**src/rtl/out_mem_dump_streamer_pkg.sv**
```systemverilog
// rtl/out_mem_dump_streamer_pkg.sv - shared state type and constants for the output memory dump streamer
package out_mem_dump_streamer_pkg;

    typedef enum logic [2:0] {
        ST_IDLE,
        ST_ISSUE,
        ST_CAPT,
        ST_SEND,
        ST_DONE
    } dump_state_t;

    localparam int OUT_BASE  = 90302;
    localparam int PIX_COUNT = 90000;
    localparam int PIX_W     = 24;

endpackage

```
**src/rtl/out_mem_dump_streamer_byte_serializer.sv**
```systemverilog
// rtl/out_mem_dump_streamer_byte_serializer.sv - 24-bit to 3-byte MSB-first valid/ready shifter
module out_mem_dump_streamer_byte_serializer
    import out_mem_dump_streamer_pkg::*;
(
    input  logic             clk,
    input  logic             rst,
    input  logic             load,
    input  logic [PIX_W-1:0] load_data,
    input  logic             tready,
    output logic [7:0]       tdata,
    output logic             tvalid,
    output logic             tlast,
    output logic             fire
);

    logic [PIX_W-1:0] shreg_q, shreg_d;
    logic [1:0]       byte_idx_q, byte_idx_d;
    logic             valid_q, valid_d;

    always_comb begin
        shreg_d    = shreg_q;
        byte_idx_d = byte_idx_q;
        valid_d    = valid_q;
        fire       = valid_q & tready;
        if (load) begin
            shreg_d    = load_data;
            byte_idx_d = 2'd0;
            valid_d    = 1'b1;
        end else if (fire) begin
            shreg_d    = {shreg_q[PIX_W-9:0], 8'h00};
            byte_idx_d = byte_idx_q + 2'd1;
            // Valid drops together with the third handshake so no byte is ever retracted.
            if (byte_idx_q == 2'd2) begin
                valid_d = 1'b0;
            end
        end
    end

    always_ff @(posedge clk) begin
        if (rst) begin
            shreg_q    <= '0;
            byte_idx_q <= 2'd0;
            valid_q    <= 1'b0;
        end else begin
            shreg_q    <= shreg_d;
            byte_idx_q <= byte_idx_d;
            valid_q    <= valid_d;
        end
    end

    assign tdata  = shreg_q[PIX_W-1:PIX_W-8];
    assign tvalid = valid_q;
    assign tlast  = (byte_idx_q == 2'd2);

endmodule

```
**src/rtl/out_mem_dump_streamer.sv**
```systemverilog
// rtl/out_mem_dump_streamer.sv - walks the output pixel window and streams each pixel as three bytes
module out_mem_dump_streamer
    import out_mem_dump_streamer_pkg::*;
#(
    parameter int WIDTH  = PIX_W,
    parameter int ADDR_W = 24,
    parameter int BASE   = OUT_BASE,
    parameter int COUNT  = PIX_COUNT,
    parameter int CNT_W  = $clog2(COUNT + 1)
) (
    input  logic              clk,
    input  logic              rst,
    input  logic              start,
    output logic [ADDR_W-1:0] mem_a,
    input  logic [WIDTH-1:0]  mem_rd,
    output logic [7:0]        m_data,
    output logic              m_valid,
    input  logic              m_ready,
    output logic              busy,
    output logic              done,
    output logic [CNT_W-1:0]  word_cnt
);

    dump_state_t       state_q, state_d;
    logic [ADDR_W-1:0] mem_a_q, mem_a_d;
    logic [CNT_W-1:0]  word_cnt_q, word_cnt_d;
    logic              load;
    logic              fire;
    logic              last;

    out_mem_dump_streamer_byte_serializer u_ser (
        .clk      (clk),
        .rst      (rst),
        .load     (load),
        .load_data(mem_rd),
        .tready   (m_ready),
        .tdata    (m_data),
        .tvalid   (m_valid),
        .tlast    (last),
        .fire     (fire)
    );

    always_comb begin
        state_d    = state_q;
        mem_a_d    = mem_a_q;
        word_cnt_d = word_cnt_q;
        load       = 1'b0;
        case (state_q)
            ST_IDLE: begin
                if (start) begin
                    mem_a_d    = ADDR_W'(BASE);
                    word_cnt_d = '0;
                    state_d    = ST_ISSUE;
                end
            end
            ST_ISSUE: state_d = ST_CAPT;
            ST_CAPT: begin
                load    = 1'b1;
                state_d = ST_SEND;
            end
            ST_SEND: begin
                if (fire && last) begin
                    word_cnt_d = word_cnt_q + CNT_W'(1);
                    // The address only advances when another pixel remains, so it stops at the last one.
                    if (word_cnt_q + CNT_W'(1) == CNT_W'(COUNT)) begin
                        state_d = ST_DONE;
                    end else begin
                        mem_a_d = mem_a_q + ADDR_W'(1);
                        state_d = ST_ISSUE;
                    end
                end
            end
            ST_DONE: state_d = ST_IDLE;
            default: state_d = ST_IDLE;
        endcase
    end

    always_ff @(posedge clk) begin
        if (rst) begin
            state_q    <= ST_IDLE;
            mem_a_q    <= ADDR_W'(BASE);
            word_cnt_q <= '0;
        end else begin
            state_q    <= state_d;
            mem_a_q    <= mem_a_d;
            word_cnt_q <= word_cnt_d;
        end
    end

    assign mem_a    = mem_a_q;
    assign word_cnt = word_cnt_q;
    assign busy     = (state_q != ST_IDLE);
    assign done     = (state_q == ST_DONE);

endmodule
```
**config.mk**
```make
export PLATFORM = sky130hd
export DESIGN_NAME = out_mem_dump_streamer
export DESIGN_NICKNAME = d
export VERILOG_FILES = /design/src/rtl/out_mem_dump_streamer_pkg.sv /design/src/rtl/out_mem_dump_streamer_byte_serializer.sv /design/src/rtl/out_mem_dump_streamer.sv
export SDC_FILE = /design/constraint.sdc
export NUM_CORES = 1
export LEC_CHECK = 0
export BUFFER_PORTS_ARGS = -buffer_cell sky130_fd_sc_hd__buf_4
export CAP_MARGIN = 20
export CORE_MARGIN = 2
export CORE_UTILIZATION = 59
export DETAILED_ROUTE_END_ITERATION = 8
export PLACE_DENSITY = 0.89
export RECOVER_POWER = 25
export SETUP_SLACK_MARGIN = 0.2
export SLEW_MARGIN = 10
export SYNTH_ARGS = -nofsm -noshare
export SYNTH_HDL_FRONTEND = slang
export SYNTH_HIERARCHICAL = 1
export SYNTH_SLANG_ARGS = --single-unit
```
**constraint.sdc**
```tcl
create_clock -name clk -period 3.9 [get_ports clk]
set_input_delay 0 -clock clk [delete_from_list [all_inputs] [get_ports clk]]
set_output_delay 0 -clock clk [all_outputs]
set_load 0.005 [all_outputs]
```
==> metrics.cfg, run 1 <==
[outcome]
status=finished, violations left
failed_checks=DRC

[synth]
synth_top_family_by_area=simple AND/OR/NAND/NOR gates
syn_nets=515
netlist_instances=484
async_reset_ff_frac=0
synth-xor-area-share=0.00443
synthMuxAreaShare=0.00253
synth_flop_cell=dfxtp_1
ys_seq_elements=71
synth_edf_count=0
ys_warn_count=6
syn_area_mm2=0.00395
synth.yosys.seq_area_share=0.360
synth_cell_type_count=60
synth_fa_ha_area_frac=0.00950
synth-simple-area-share=0.312
synth-compound-area-share=0.231
syn_area_per_cell_um2=8.16

[route]
routed_via_density=6.66
dr.pass1.iters=9
routedWlPerCell_um=18.5
vias=4296
drc=6
drtAntennaViolNets=0
first_iter_violations=574
wl_um=12000

[critical_path]
max_stage_delay_ns=0.63
cp-end-kind=flip-flop
path_buf_inv=0
path_class=flip-flop to flip-flop
cp.depth=6
crit_family=simple AND/OR/NAND/NOR gates
cp.arrival_ns=3.40
ff2ff_path_depth=6
cpMaxStageDelayCell=nand4b_1
crit_chain=nand4_2, or4_1, a22oi_1, nand4b_1, a32oi_1, o21ai_1
cp-start-kind=flip-flop
required_ns=4.14
worst-path-max-fanout=14

[clocking]
cts_buffers=9
root_buffer=clkbuf_8
cts_tree=built
clock_sinks=71
cts_buffer_depth=2
clk_latency_ns=0.36
cts_max_level=3
cts_setup_buffers=0
clk_pin_slew_worst_paths_ns=0.08

[global_routing]
antenna_found_initial=0
grt_pass1_wl_um=19000
track_usage=0.324
grt_pass1_vias=3906
grt_remaining_overflow=0
grt_start_max_net_pins=68

[power]
power_frac_seq=0.453
p_int_mw=1.27
p_clk_frac=0.425
pwr-share-comb=0.122
power.total_mw=1.71
swShare=0.256
leakagePower_nw=1.84
peakVddDrop_mv=0.258
switchingPower_mw=0.437
power_density_mw_per_mm2=348

[timing]
fmax_mhz=316
setup_tns_ns=0
setup_viol=0
tightest_slew_ns=0.830
finalCritPeriodShare=0.811
slew_violations=0
setup_ws_ns=0.736
slew_headroom=0.445
skew_ns=0.0155
rsz0062_at_grt=no
hold_viol_final=0
min_period_ns=3.16

[floorplanning]
fp-row-count=29
die-area_mm2=0.00737
chipHeight_um=85.8
num_io_pins=80
die_w_um=85.8
start_util=0.615
core_mm2=0.00642

[layout]
area_growth_pct=24.5
seqCellArea_mm2=0.00142
stdcell_count=645
utilization=0.766
nFillCells=442
diodes=0
drive_gt1_frac=0.220
multi_input_area_mm2=0.00222
nets=594

[worst_hold_path]
holdPathStages=4
hold_path.class=primary input to flip-flop

[placed_design]
dp.cells=605
gp_congestion=0.938
dp_hpwl_um=7160
io_buffers=79
dp_slack_ns=0.961

[flow_run]
drv_cap=0

[sequential cells by signal (all words and copies together) (netlist names)]
| register | flops |
|---|---|
| state_q | 3 |
| word_cnt | 17 |
| u_ser/shreg_q | 24 |
| u_ser/tvalid | 1 |
| u_ser/byte_idx_q | 2 |
| mem_a | 24 |
[power by group through the flow]
stage          Sequential, mW  Clock [mW]  Combinational (mW)
6_report                0.775       0.726               0.209
4_1_cts                 0.771       0.721               0.202
3_5_place_dp            0.787           0               0.180
3_3_place_gp            0.785           0               0.174
5_1_grt                 0.777       0.755               0.222
2_1_floorplan           0.780           0               0.141
[layout by cell type (no fill, tap or decap), types with 8 or more instances in the layout]
cell and count:
dfxtp_1 71, inv_1 21, nor2_1 43, a21oi_1 30, nand4_1 9, and3_1 8, nand2_1 48, clkbuf_4 28
o21ai_0 13, a2111oi_2 17, dlygate4sd3_1 24, buf_4 54, clkbuf_8 9, nand3b_1 13, nor4_1 9, nand3_1 17
nor3_1 44
[synthesized netlist by cell type (11+ instances only)]
library cell  count  area, µm²
dfxtp_1          71       1420
nand2_1          48        180
nor3_1           44        220
nor2_1           43        161
a21oi_1          30        150
inv_1            21       78.8
a2111oi_2        17        255
nand3_1          17       85.1
buf_4            13       97.6
clkbuf_1         13       48.8
nand3b_1         13       97.6
o21ai_0          13       65.1
buf_2            11       55.1
[through the flow]
step | cell area (µm²) | hold WS [ns]
5_1_grt | 4920 | 0.0130
4_1_cts | 4930 | 0.00767
3_5_place_dp | 4450 | 0.267
6_report | 4920 | 0.0216
2_1_floorplan | 3950 | 0.143
3_3_place_gp | 4450 | 0.254
[path summary, 6_finish.rpt]
kind	from	endpoint	slack (ns)
max reg2reg	word_cnt[3]$_SDFFE_PP0P_	mem_a[19]$_SDFFE_PP0P_	0.74
max	word_cnt[3]$_SDFFE_PP0P_	mem_a[19]$_SDFFE_PP0P_	0.74
min reg2reg	u_ser/shreg_q[0]$_SDFFE_PP0P_	u_ser/shreg_q[0]$_SDFFE_PP0P_	0.51
min	m_ready	u_ser/tvalid$_SDFFE_PP0P_	0.02
[metal layers]
layer  track usage  wire length, µm  vias to the layer above
met5             0                0                        -
met4         0.169              454                        0
met3        0.0549             1050                       52
met2         0.545             5880                      278
met1         0.397             4580                     1986
li1              -                -                     1980
[cells by family after synthesis]
kind of cell / after synthesis
buffers and inverters: 62
multiplexers: 1
AND/OR/NAND/NOR: 230
flip-flops: 71
XOR/XNOR: 2
AO/OA/AOI/OAI: 115
adder cells (fa/ha/maj): 3
[layout make-up]
| class | count | share of cell area |
|---|---|---|
| Multi-Input combinational cell | 351 | 0.451 |
| Sequential cell | 71 | 0.289 |
| Clock buffer | 11 | 0.0267 |
| Timing Repair Buffer | 108 | 0.176 |
| Inverter | 22 | 0.0170 |
| Tap cell | 77 | 0.0196 |
| Clock inverter | 5 | 0.0216 |
[repair_timing]
| action | CTS | global route |
|---|---|---|
| gates resized for setup | 0 | 0 |
| hold buffers | 24 | 0 |
| hold endpoints to repair | 24 | 0 |
[worst reg2reg max path: stages (launching register included)]
cell	delay, ns
dfxtp_1	0.54
nand4_2	0.36
or4_1	0.62
a22oi_1	0.29
nand4b_1	0.63
a32oi_1	0.48
o21ai_1	0.12
Power figures use the tool's default switching activity.
==> run 2: changes to the inputs <==
--- a/config.mk
+++ b/config.mk
@@ -8,9 +8,9 @@
 export BUFFER_PORTS_ARGS = -buffer_cell sky130_fd_sc_hd__buf_4
 export CAP_MARGIN = 20
 export CORE_MARGIN = 2
-export CORE_UTILIZATION = 59
+export CORE_UTILIZATION = 50
 export DETAILED_ROUTE_END_ITERATION = 8
-export PLACE_DENSITY = 0.89
+export PLACE_DENSITY = 0.81
 export RECOVER_POWER = 25
 export SETUP_SLACK_MARGIN = 0.2
 export SLEW_MARGIN = 10
==> constraint.sdc (replaced) <==
create_clock -name clk -period 2.6 [get_ports clk]
set_input_delay 0 -clock clk [delete_from_list [all_inputs] [get_ports clk]]
set_output_delay 0 -clock clk [all_outputs]
set_load 0.005 [all_outputs]
==> run 2 against run 1 <==
The flow now finishes without violations. Clock power grew 38%. Count of clock-buffer cells in the layout fell by 1. Routed wire length decreased by 1.1%. Cell count increased by 8.2%. Sequential cell count is the same. Register-to-register slack lost 0.57 ns. Largest power group unchanged.
==> metrics.cfg, run 2 (synthesized netlist as in run 1, its figures left out) <==
[worst_hold_path]
holdPathStages=2
hold_end=word_cnt[10]$_SDFFE_PP0P_
hp-start=rst
hold_path.class=primary input to flip-flop

[placed_design]
dpl_cell_area_mm2=0.00464
io_buffers=79
dp_hpwl_um=7510
gp_congestion=0.891

[critical_path]
required_ns=2.86
cp-end-kind=flip-flop
cp-startpoint=word_cnt[0]$_SDFFE_PP0P_
max_stage_delay_ns=0.57
ff2ff_path_depth=8
crit_chain=ha_4, nand2_4, or4_4, a22oi_1, and4b_2, buf_4, o311ai_0, o311ai_1
cp.depth=8
cp-start-kind=flip-flop
path_class=flip-flop to flip-flop
path_buf_inv=1
cpMaxStageDelayCell=or4_4
reg2reg_from=word_cnt[0]$_SDFFE_PP0P_
cp.arrival_ns=2.69
rr_endpoint=mem_a[17]$_SDFFE_PP0P_
reg2reg_setup_slack_ns=0.17
worst-path-max-fanout=7
crit_family=simple AND/OR/NAND/NOR gates

[clocking]
cts_max_level=3
cts_buffer_depth=2
clock_sinks=71
clk_pin_slew_worst_paths_ns=0.08
clk_latency_ns=0.36
cts_buffers=9
root_buffer=clkbuf_8
cts_tree=built

[floorplanning]
core_mm2=0.00769
start_util=0.514
num_io_pins=80
die-area_mm2=0.00863
fp-row-count=32
die_w_um=92.9
chipHeight_um=92.9

[timing]
skew_ns=0.0133
slew_violations=0
setup_tns_ns=0
tightest_slew_ns=0.724
slew_headroom=0.516
rsz0062_at_grt=yes
hold_viol_final=0
min_period_ns=2.43
finalCritPeriodShare=0.936
fmax_mhz=411
setup_viol=0

[layout]
layout_common_cells=78 x buf_4, 69 x dfxtp_1, 47 x nand2_1
nets=622
diodes=0
area_growth_pct=33.3
final_common_cell=buf_4
multi_input_area_mm2=0.00230
nFillCells=619
utilization=0.685
drive_gt1_frac=0.282
seqCellArea_mm2=0.00143
fin_area_mm2=0.00527

[route]
routedWlPerCell_um=17.0
vias=4282
first_iter_violations=378
drc=0
drtAntennaViolNets=0
routed_via_density=6.13
wl_um=11800
dr.pass1.iters=5

[power]
power_frac_seq=0.466
p_int_mw=1.84
leakagePower_nw=2.04
peakVddDrop_mv=0.285
switchingPower_mw=0.644
power_density_mw_per_mm2=471
swShare=0.259
pwr-share-comb=0.130
p_clk_frac=0.404

[global_routing]
grt_pass1_wl_um=19100
track_usage=0.277
antenna_found_initial=0
grt_start_max_net_pins=68
grt_pass1_vias=3972
grt_remaining_overflow=0

[flow_run]
drv_cap=0

[outcome]
status=finished clean

==> run 2: cell count changes in the layout (fill, tap and decap cells not counted), moves of 3 or more <==
cell / change
clkinv_2: +3
clkbuf_4: -3
buf_6: +5
buf_4: +24
==> run 2: worst max-delay path by stage <==
stage	to
2_1_floorplan	mem_a[7]$_SDFFE_PP1P_
3_3_place_gp	mem_a[11]$_SDFFE_PP0P_
3_5_place_dp	mem_a[11]$_SDFFE_PP0P_
4_1_cts	mem_a[7]$_SDFFE_PP1P_
5_1_grt	mem_a[7]$_SDFFE_PP1P_
6_report	mem_a[17]$_SDFFE_PP0P_
==> run 2: per-stage QoR <==
step	std cells	hold slack, ns	power [mW]	setup WS (ns)
3_5_place_dp	649	0.267	1.47	0.0361
2_1_floorplan	484	0.143	1.38	0.235
4_1_cts	693	0.0494	2.48	0.210
3_3_place_gp	649	0.253	1.45	0.131
6_report	698	0.0658	2.48	0.167
5_1_grt	698	0.0710	2.57	0.0632
==> run 2: power groups by stage <==
stage,logic (mW),registers (mW),clock network [mW]
2_1_floorplan,0.212,1.17,0
3_3_place_gp,0.275,1.18,0
3_5_place_dp,0.286,1.18,0
4_1_cts,0.318,1.15,1.01
5_1_grt,0.348,1.16,1.06
6_report,0.322,1.16,1.00
==> run 2: area by class of cell <==
cell class	instances	area share
inverter	22	0.0159
tap	102	0.0242
multi-input combinational	351	0.436
timing repair buffer	136	0.210
sequential	71	0.271
clock inverter	6	0.0159
clock buffer	10	0.0261
==> run 2: layer usage <==
metal / track usage / part of all wire / up-vias
met2: 0.437 / 0.48 / 215
met4: 0.121 / 0.025 / 0
met5: 0 / 0 / -
met1: 0.364 / 0.41 / 2014
met3: 0.0610 / 0.081 / 27
li1: - / - / 2026
==> run 2: repair_timing <==
action / in CTS / in global routing
pin swaps: 3 / 11
endpoints found under the hold margin: 25 / 0
endpoints found under the setup margin: 13 / 18
hold buffers: 25 / 0
setup buffers: 3 / 5
resized for setup: 6 / 21
==> run 3: changes to the inputs <==
--- a/config.mk
+++ b/config.mk
@@ -7,10 +7,11 @@
 export LEC_CHECK = 0
 export BUFFER_PORTS_ARGS = -buffer_cell sky130_fd_sc_hd__buf_4
 export CAP_MARGIN = 20
+export CORE_ASPECT_RATIO = 0.7
 export CORE_MARGIN = 2
-export CORE_UTILIZATION = 50
+export CORE_UTILIZATION = 49
 export DETAILED_ROUTE_END_ITERATION = 8
-export PLACE_DENSITY = 0.81
+export PLACE_DENSITY = 0.79
 export RECOVER_POWER = 25
 export SETUP_SLACK_MARGIN = 0.2
 export SLEW_MARGIN = 10
==> constraint.sdc (replaced) <==
create_clock -name clk -period 2.6 [get_ports clk]
set_input_delay 0 -clock clk [delete_from_list [all_inputs] [get_ports clk]]
set_output_delay 0 -clock clk [all_outputs]
set_load 0.02 [all_outputs]
==> run 3 against run 2 <==
Sequential share of layout area increased by 0.43 points. Clock power grew 15%. Clock skew is 0.0096 ns lower. Die area grew 2.1%. Critical path type unchanged.
==> metrics.cfg, run 3 (synthesized netlist as in run 1, its figures left out) <==
[critical_path]
reg2reg_from=word_cnt[11]$_SDFFE_PP0P_
ff2ff_path_depth=6
reg2reg_setup_slack_ns=0.21
required_ns=2.83
worst-path-max-fanout=6
cp.arrival_ns=2.61
cp-start-kind=flip-flop
path_class=flip-flop to flip-flop
rr_endpoint=mem_a[7]$_SDFFE_PP1P_
cp-end-kind=flip-flop

[route]
drc=0
wl_um=11900
routedWlPerCell_um=17.0
routed_via_density=6.18
first_iter_violations=515
dr.pass1.iters=6
vias=4303
drtAntennaViolNets=0

[timing]
rsz0062_at_grt=yes
hold_viol_final=0
setup_tns_ns=0
skew_ns=0.00370
finalCritPeriodShare=0.918
slew_headroom=0.515
fmax_mhz=419
tightest_slew_ns=0.728
slew_violations=0
min_period_ns=2.39
setup_viol=0

[layout]
drive_gt1_frac=0.240
diodes=0
layout_common_cells=86 x buf_4, 67 x dfxtp_1, 48 x nand2_1
final_common_cell=buf_4
area_growth_pct=32.0
fin_area_mm2=0.00521
nets=622

[power]
peakVddDrop_mv=0.375
leakagePower_nw=1.96
power.total_mw=2.62
power_density_mw_per_mm2=503

[floorplanning]
core_mm2=0.00784
die-area_mm2=0.00881
start_util=0.504
num_io_pins=80
die_w_um=111
fp-row-count=27
chipHeight_um=79.1

[flow_run]
drv_cap=0

[outcome]
status=finished clean

[global_routing]
track_usage=0.261
grt_start_max_net_pins=68
grt_remaining_overflow=0
grt_pass1_wl_um=18800
grt_pass1_vias=3802
antenna_found_initial=0

[clocking]
clk_latency_ns=0.34
root_buffer=clkbuf_16
cts_buffers=9
clk_pin_slew_worst_paths_ns=0.06
cts_max_level=3
clock_sinks=71
cts_buffer_depth=2
cts_tree=built

[worst_hold_path]
hold_end=state_q[0]$_SDFFE_PP0P_
hold_path.class=primary input to flip-flop
holdPathStages=5
hp-start=start

[placed_design]
gp_congestion=0.965
dp_hpwl_um=7670
dpl_cell_area_mm2=0.00463
io_buffers=79

-- run 3: cell types whose count changed in the layout (fill, tap and decap cells not counted), moves of 4 or more --
cell        change
clkbuf_16       +9
buf_6           -5
buf_4           +8
clkbuf_8        -9
clkinvlp_4      +4
clkbuf_1       +22
clkbuf_4       -25
-- run 3: cell type report --
| cell class | instances | area [µm²] |
|---|---|---|
| Fill cell | 645 | 2620 |
| Multi-Input combinational cell | 351 | 2290 |
| Sequential cell | 71 | 1440 |
| Timing Repair Buffer | 136 | 1010 |
| Clock buffer | 10 | 239 |
| Tap cell | 101 | 126 |
| Inverter | 22 | 83.8 |
| Clock inverter | 5 | 35.0 |
-- run 3: worst max-delay path, cell delays in order, from the launching register on --
cell and delay, ns:
dfxtp_1 0.45, inv_1 0.17, or4_1 0.59, a222oi_1 0.41, and4_4 0.31, o21ai_2 0.06
a221o_1 0.29
-- run 3: how the worst max path moves through the flow --
stage	from	endpoint	slack [ns]	depth (start not counted)
after global placement	word_cnt[0]$_SDFFE_PP0P_	mem_a[17]$_SDFFE_PP0P_	0.17	7
after detailed placement	word_cnt[0]$_SDFFE_PP0P_	mem_a[17]$_SDFFE_PP0P_	0.09	7
final	word_cnt[11]$_SDFFE_PP0P_	mem_a[7]$_SDFFE_PP1P_	0.21	6
after CTS	word_cnt[5]$_SDFFE_PP0P_	mem_a[7]$_SDFFE_PP1P_	0.21	6
after floorplan	word_cnt[0]$_SDFFE_PP0P_	mem_a[7]$_SDFFE_PP1P_	0.21	8
after global routing	word_cnt[2]$_SDFFE_PP0P_	mem_a[7]$_SDFFE_PP1P_	0.09	6
-- run 3: metal layers --
| metal | up-vias | share of wire | track usage |
|---|---|---|---|
| met2 | 202 | 0.47 | 0.419 |
| li1 | 2036 | - | - |
| met3 | 21 | 0.080 | 0.0695 |
| met4 | 0 | 0.011 | 0.0667 |
| met1 | 2044 | 0.44 | 0.352 |
| met5 | - | 0 | 0 |
-- run 3: what timing repair did --
| action | in CTS | in global routing |
|---|---|---|
| pin swaps | 3 | 7 |
| buffers inserted | 1 | 9 |
| setup endpoints to repair | 15 | 22 |
| resized for setup | 5 | 17 |
| hold buffers | 25 | 0 |
| hold endpoints to repair | 25 | 0 |
-- run 3: report_power, final --
part | internal (mW) | switching (mW) | total (mW)
logic | 0.141 | 0.186 | 0.327
clock network | 0.664 | 0.482 | 1.15
registers | 1.13 | 0.0269 | 1.15
total | 1.93 | 0.695 | 2.62
-- run 3: stage by stage --
stage | utilization | hold WS (ns) | setup WS, ns | cells
5_1_grt | 0.665 | 0.113 | 0.0913 | 696
2_1_floorplan | - | 0.143 | 0.207 | 484
6_report | 0.665 | 0.108 | 0.212 | 696
3_5_place_dp | 0.591 | 0.268 | 0.0900 | 646
4_1_cts | 0.662 | 0.0911 | 0.208 | 687
3_3_place_gp | 0.591 | 0.252 | 0.169 | 646
